**src/rtl/bit_packer.sv**
```systemverilog
// bit_packer
//   Repacks a stream of variable-length chunks (0..CHUNK_WIDTH bits) into
//   dense WORD_WIDTH-bit words, MSB-first. When a flush is requested, any
//   partial word is drained, zero-padded, together with its valid-bit count.
//
// Ports
//   clock    in   rising-edge clock
//   reset    in   synchronous, active-high reset
//   pushin   in   chunk valid (ignored while busy)
//   lenin    in   chunk length, 0..CHUNK_WIDTH
//   datain   in   chunk bits, LSB-aligned; bits at or above lenin are ignored
//   flush    in   drain request (ignored while busy)
//   pushout  out  one-cycle word-valid pulse
//   dataout  out  packed word; the earliest bit is at the MSB
//   lenout   out  valid bits in dataout (WORD_WIDTH for a full word)
//   busy     out  registered; high for the single DRAIN cycle
module bit_packer #(
    parameter int WORD_WIDTH  = 32,
    parameter int CHUNK_WIDTH = 15,
    parameter int LEN_WIDTH   = 4
) (
    input  logic                              clock,
    input  logic                              reset,
    input  logic                              pushin,
    input  logic [LEN_WIDTH-1:0]              lenin,
    input  logic [CHUNK_WIDTH-1:0]            datain,
    input  logic                              flush,
    output logic                              pushout,
    output logic [WORD_WIDTH-1:0]             dataout,
    output logic [$clog2(WORD_WIDTH+1)-1:0]   lenout,
    output logic                              busy
);
    // The worst case is WORD_WIDTH-1 leftover bits plus one full chunk.
    localparam int ACC_W = WORD_WIDTH + CHUNK_WIDTH - 1;
    localparam int CNT_W = $clog2(ACC_W + 1);
    localparam int LO_W  = $clog2(WORD_WIDTH + 1);

    localparam logic [0:0] ST_ACC   = 1'b0;
    localparam logic [0:0] ST_DRAIN = 1'b1;

    logic [0:0]             state_q,   state_d;
    logic [ACC_W-1:0]       acc_q,     acc_d;
    logic [CNT_W-1:0]       cnt_q,     cnt_d;
    logic                   pushout_q, pushout_d;
    logic [WORD_WIDTH-1:0]  dataout_q, dataout_d;
    logic [LO_W-1:0]        lenout_q,  lenout_d;

    logic [CNT_W-1:0]       push_len;
    logic [CHUNK_WIDTH-1:0] chunk_mask;
    logic [ACC_W-1:0]       chunk_ext;
    logic [ACC_W-1:0]       acc_new;
    logic [CNT_W-1:0]       total;

    always_comb begin
        // Length 0 also models "no push", so a bare flush uses the same path.
        push_len   = pushin ? CNT_W'(lenin) : '0;
        // Wraps to all ones for a full-width chunk.
        chunk_mask = CHUNK_WIDTH'((CHUNK_WIDTH+1)'(1) << lenin) - CHUNK_WIDTH'(1);
        chunk_ext  = ACC_W'(datain & chunk_mask);
        // Left-align the chunk at the top, then slide it just below the cnt
        // bits already held. A zero length shifts everything out.
        chunk_ext  = (chunk_ext << (CNT_W'(ACC_W) - push_len)) >> cnt_q;
        acc_new    = acc_q | chunk_ext;
        total      = cnt_q + push_len;

        state_d   = state_q;
        acc_d     = acc_q;
        cnt_d     = cnt_q;
        pushout_d = 1'b0;
        dataout_d = dataout_q;
        lenout_d  = lenout_q;

        if (state_q == ST_DRAIN) begin
            // The bits left behind by a flushed full word; the upper bound
            // on total guarantees this fits in one partial word.
            pushout_d = 1'b1;
            dataout_d = acc_q[ACC_W-1 -: WORD_WIDTH];
            lenout_d  = LO_W'(cnt_q);
            acc_d     = '0;
            cnt_d     = '0;
            state_d   = ST_ACC;
        end else if (flush && total != '0) begin
            pushout_d = 1'b1;
            dataout_d = acc_new[ACC_W-1 -: WORD_WIDTH];
            if (total <= CNT_W'(WORD_WIDTH)) begin
                lenout_d = LO_W'(total);
                acc_d    = '0;
                cnt_d    = '0;
            end else begin
                lenout_d = LO_W'(WORD_WIDTH);
                acc_d    = acc_new << WORD_WIDTH;
                cnt_d    = total - CNT_W'(WORD_WIDTH);
                state_d  = ST_DRAIN;
            end
        end else if (total >= CNT_W'(WORD_WIDTH)) begin
            pushout_d = 1'b1;
            dataout_d = acc_new[ACC_W-1 -: WORD_WIDTH];
            lenout_d  = LO_W'(WORD_WIDTH);
            acc_d     = acc_new << WORD_WIDTH;
            cnt_d     = total - CNT_W'(WORD_WIDTH);
        end else begin
            acc_d = acc_new;
            cnt_d = total;
        end
    end

    always_ff @(posedge clock) begin
        if (reset) begin
            state_q   <= ST_ACC;
            acc_q     <= '0;
            cnt_q     <= '0;
            pushout_q <= 1'b0;
            dataout_q <= '0;
            lenout_q  <= '0;
        end else begin
            state_q   <= state_d;
            acc_q     <= acc_d;
            cnt_q     <= cnt_d;
            pushout_q <= pushout_d;
            dataout_q <= dataout_d;
            lenout_q  <= lenout_d;
        end
    end

    assign pushout = pushout_q;
    assign dataout = dataout_q;
    assign lenout  = lenout_q;
    assign busy    = (state_q == ST_DRAIN);
endmodule

```
**config.mk**
```make
export PLATFORM = sky130hd
export DESIGN_NAME = bit_packer
export DESIGN_NICKNAME = d
export VERILOG_FILES = /design/src/rtl/bit_packer.sv
export SDC_FILE = /design/constraint.sdc
export NUM_CORES = 1
export LEC_CHECK = 0
export CAP_MARGIN = 5
export CORE_MARGIN = 2
export CORE_UTILIZATION = 40
export DETAILED_ROUTE_END_ITERATION = 8
export DONT_BUFFER_PORTS = 1
export GPL_ROUTABILITY_DRIVEN = 0
export GPL_TIMING_DRIVEN = 1
export SLEW_MARGIN = 0
export SYNTH_ARGS = -nofsm -noshare
export SYNTH_HDL_FRONTEND = slang
export SYNTH_SLANG_ARGS = --single-unit
export TNS_END_PERCENT = 50
```
**constraint.sdc**
```tcl
create_clock -name clock -period 4.4 [get_ports clock]
set_clock_uncertainty 0.1 [all_clocks]
set_input_delay 0.22 -clock clock [delete_from_list [all_inputs] [get_ports clock]]
set_output_delay 0.22 -clock clock [all_outputs]
set_load 0.05 [all_outputs]
```
==> reports/qor.csv <==
stage,metric,value,unit
status,status,finished clean,
clock_tree,clockRootBuffer,clkbuf_16,
timing,fin_setup_tns,0,ps
synthesis,synth_cells,1159,
global_routing,grt.overflow.total,0,
timing,fmax,0.2353,GHz
clock_tree,h-tree-depth,3,
layout,multi_input_area,0.006088,mm^2
floorplanning,die_area,0.02215,mm^2
clock_tree,clock_sinks,92,
routing,vias_per_cell,7.107,
setup_path,ff2ff_path_depth,13,
floorplanning,die_w,148.8,um
global_routing,first_global_vias,9252,
synthesis,synth_area,0.008392,mm^2
synthesis,synth-async-reset-ratio,0,%
synthesis,synth_flop_cell,dfxtp_1,
synthesis,netlist_top_cells_count,"nor2_1 (141), nand2_1 (118), dfxtp_1 (92)",
power_and_ir_drop,power.share.switching,44.09,%
clock_tree,clk_pin_slew,70,ps
synthesis,avgSynthCellArea,7.241,um^2
setup_path,r2r_slack,920,ps
floorplanning,start_util,41.08,%
timing,slew_violations,0,
routing,ant_nets,0,
layout,area.growth.synth_to_final,10.18,%
power_and_ir_drop,p_leak,3.425,nW
routing,drc,0,
floorplanning,chipHeight,148.8,um
timing,finalCriticalPeriod,4249,ps
power_and_ir_drop,ir_drop,199.9,uV
routing,dr_total_vias,10177,
routing,dr.first_iter.drc_count,1682,
layout,fillers,2140,
synthesis,yosys_register_bits,92,
place,post-place-ws,-77.04,ps
layout,drive_gt1_share,13.34,%
power_and_ir_drop,p_clk_share,25.3,%
clock_tree,cts_buffer_depth,2,
synthesis,ys_warn_count,0,
synthesis,synth_area_leaders,"dfxtp_1 (22%), nor2_1 (6.3%), nand2_1 (5.3%)",
clock_tree,clkLatencyLatePin,350,ps
power_and_ir_drop,power_density,325.7,mW/mm^2
layout,nNetsFinal,1187,
timing,worst_pin_slew,1174,ps
clock_tree,cts_inserted_buffers,9,
setup_path,critPathArrivalTime,4370,ps
floorplanning,io-pin-count,63,
global_routing,grt_pass1_wl,53300,um
layout,area.sequential,0.001842,mm^2
setup_path,critPathMaxStageDelay,540,ps
floorplanning,core.rowCount,52,
timing,setup_violations,0,
hold_path,holdPathStages,2,
timing,maxSlewHeadroom,21.47,%
global_routing,antenna_found_initial,1,
timing,fin_ws,151.0,ps
routing,dr.pass1.iters,6,
global_routing,grt_max_degree,46,
setup_path,endpoint_kind,register,
setup_path,path_cells,or4_1 -> ha_1 -> buf_4 -> nor3b_1 -> o21ai_0 -> a21oi_1 -> o211ai_1 -> o21ai_0 -> mux2i_1 -> o22a_1 -> nor2_1 -> a2111oi_0 -> a21boi_0 -> a21oi_1,
power_and_ir_drop,p_int,1.684,mW
synthesis,synth.most_common_cell,nor2_1,
place,hpwl,25820,um
power_and_ir_drop,seq_power_share,35.5,%
power_and_ir_drop,combPwrFrac,39.2,%
setup_path,crit_required,4520,ps
timing,fin_crit_sh,96.57,%
timing,fin_hold_ws,59.57,ps
setup_path,crit_path_top_delay_cell,or4_1,
routing,wire_per_inst,24.17,um
synthesis,yosysUniqueCellTypes,98,
synthesis,synth_area_leader_cell,dfxtp_1,
hold_path,hold_class,input port to register,
job,cap_violations,0,
power_and_ir_drop,net-switching-power,1.328,mW
synthesis,synth-seq-area-share,21.95,%
synthesis,synth_top_area_share,21.95,%
routing,finalWirelength,34610,um
timing,rsz0062_at_grt,false,
clock_tree,cts_tree,built,
setup_path,crit_type,input port to register,
clock_tree,post_cts_buffers,0,
layout,num_antenna_cells,0,
floorplanning,core_area,0.02043,mm^2
global_routing,grtUsageTotal,30.52,%
synthesis,synth_nets,1189,
timing,finalHoldViolations,0,
place,port_buffers,0,
setup_path,worst_setup_path_start_kind,input port,
setup_path,critical_path_peak_fanout,24,
synthesis,synth_edf_count,0,
## layout by cell type, fill, tap and decap left out, types with 19 or more instances in the layout
cell / count
a31oi_1: 26
o211ai_1: 29
nand4_1: 19
o21ai_0: 63
nor2_1: 140
nand2_1: 118
and2_1: 22
buf_4: 79
dfxtp_1: 92
a211oi_1: 42
nand3_1: 41
a21oi_1: 54
nor3_1: 53
o22ai_1: 25
## state kept, by name, indices dropped and copies added (netlist names)
signal / cells
acc_q: 46
dataout: 32
busy: 1
cnt_q: 6
pushout: 1
lenout: 6
## stage by stage
step | instances | util [%] | cell area [um^2] | total power [mW]
final | 1432 | 45.26 | 9246 | 3.012
after global routing | 1432 | 45.26 | 9246 | 3.124
after CTS | 1432 | 45.24 | 9241 | 2.966
after detailed placement | 1414 | 43.78 | 8944 | 2.211
after global placement | 1414 | 43.78 | 8944 | 2.213
after floorplan | 1159 | - | 8392 | 1.852
## power by group through the flow
stage          Clock [mW]  Sequential, mW  Combinational (mW)
6_report            0.761            1.07                1.18
5_1_grt             0.796            1.08                1.25
4_1_cts             0.765            1.07                1.13
3_5_place_dp            0            1.09                1.12
3_3_place_gp            0            1.09                1.12
2_1_floorplan           0            1.08               0.776
## worst max-delay path: cells and delay by family
family / cells / cell delay (ps)
adder cells (fa/ha/maj): 1 / 250
AND/OR/NAND/NOR: 3 / 770
multiplexers: 1 / 390
AO/OA/AOI/OAI: 8 / 2570
buffers and inverters: 1 / 170
## path summary, 6_finish.rpt
kind,startpoint,to
worst max-delay path,lenin[1],acc_q[43]
worst min-delay path,reset,dataout[4]
worst max register to register,cnt_q[0],dataout[8]
worst min register to register,acc_q[29],acc_q[29]
## layer usage
| metal | track usage, % | vias up | share of wire [%] |
|---|---|---|---|
| met4 | 13.43 | 0 | 5.1 |
| met1 | 42.16 | 4707 | 41 |
| met2 | 45.14 | 809 | 42 |
| met3 | 7.309 | 160 | 12 |
| met5 | 0 | - | 0 |
| li1 | - | 4501 | - |
## what timing repair did
action / in CTS / in global routing
setup endpoints to repair: 0 / 1
hold buffers: 2 / 0
resized for setup: 0 / 1
endpoints found under the hold margin: 30 / 0
## area by class of cell
class,instances,area share [%]
well taps,270,3.654
inverters,18,0.7307
clock inverters,6,0.5277
repair buffers,82,6.847
multi-input cells,954,65.85
flip-flops and latches,92,19.92
clock buffers,10,2.476
## kinds of logic after synthesis
| kind of cell | share of synthesized area, % |
|---|---|
| simple gates | 25.96 |
| compound gates | 40.09 |
| buf+inv | 5.636 |
| flops | 21.95 |
| mux | 4.562 |
| fa+ha+maj | 1.133 |
| xor+xnor | 0.6262 |
| other cells | 0.04469 |
Note: power is estimated with default switching activity, not from simulation.
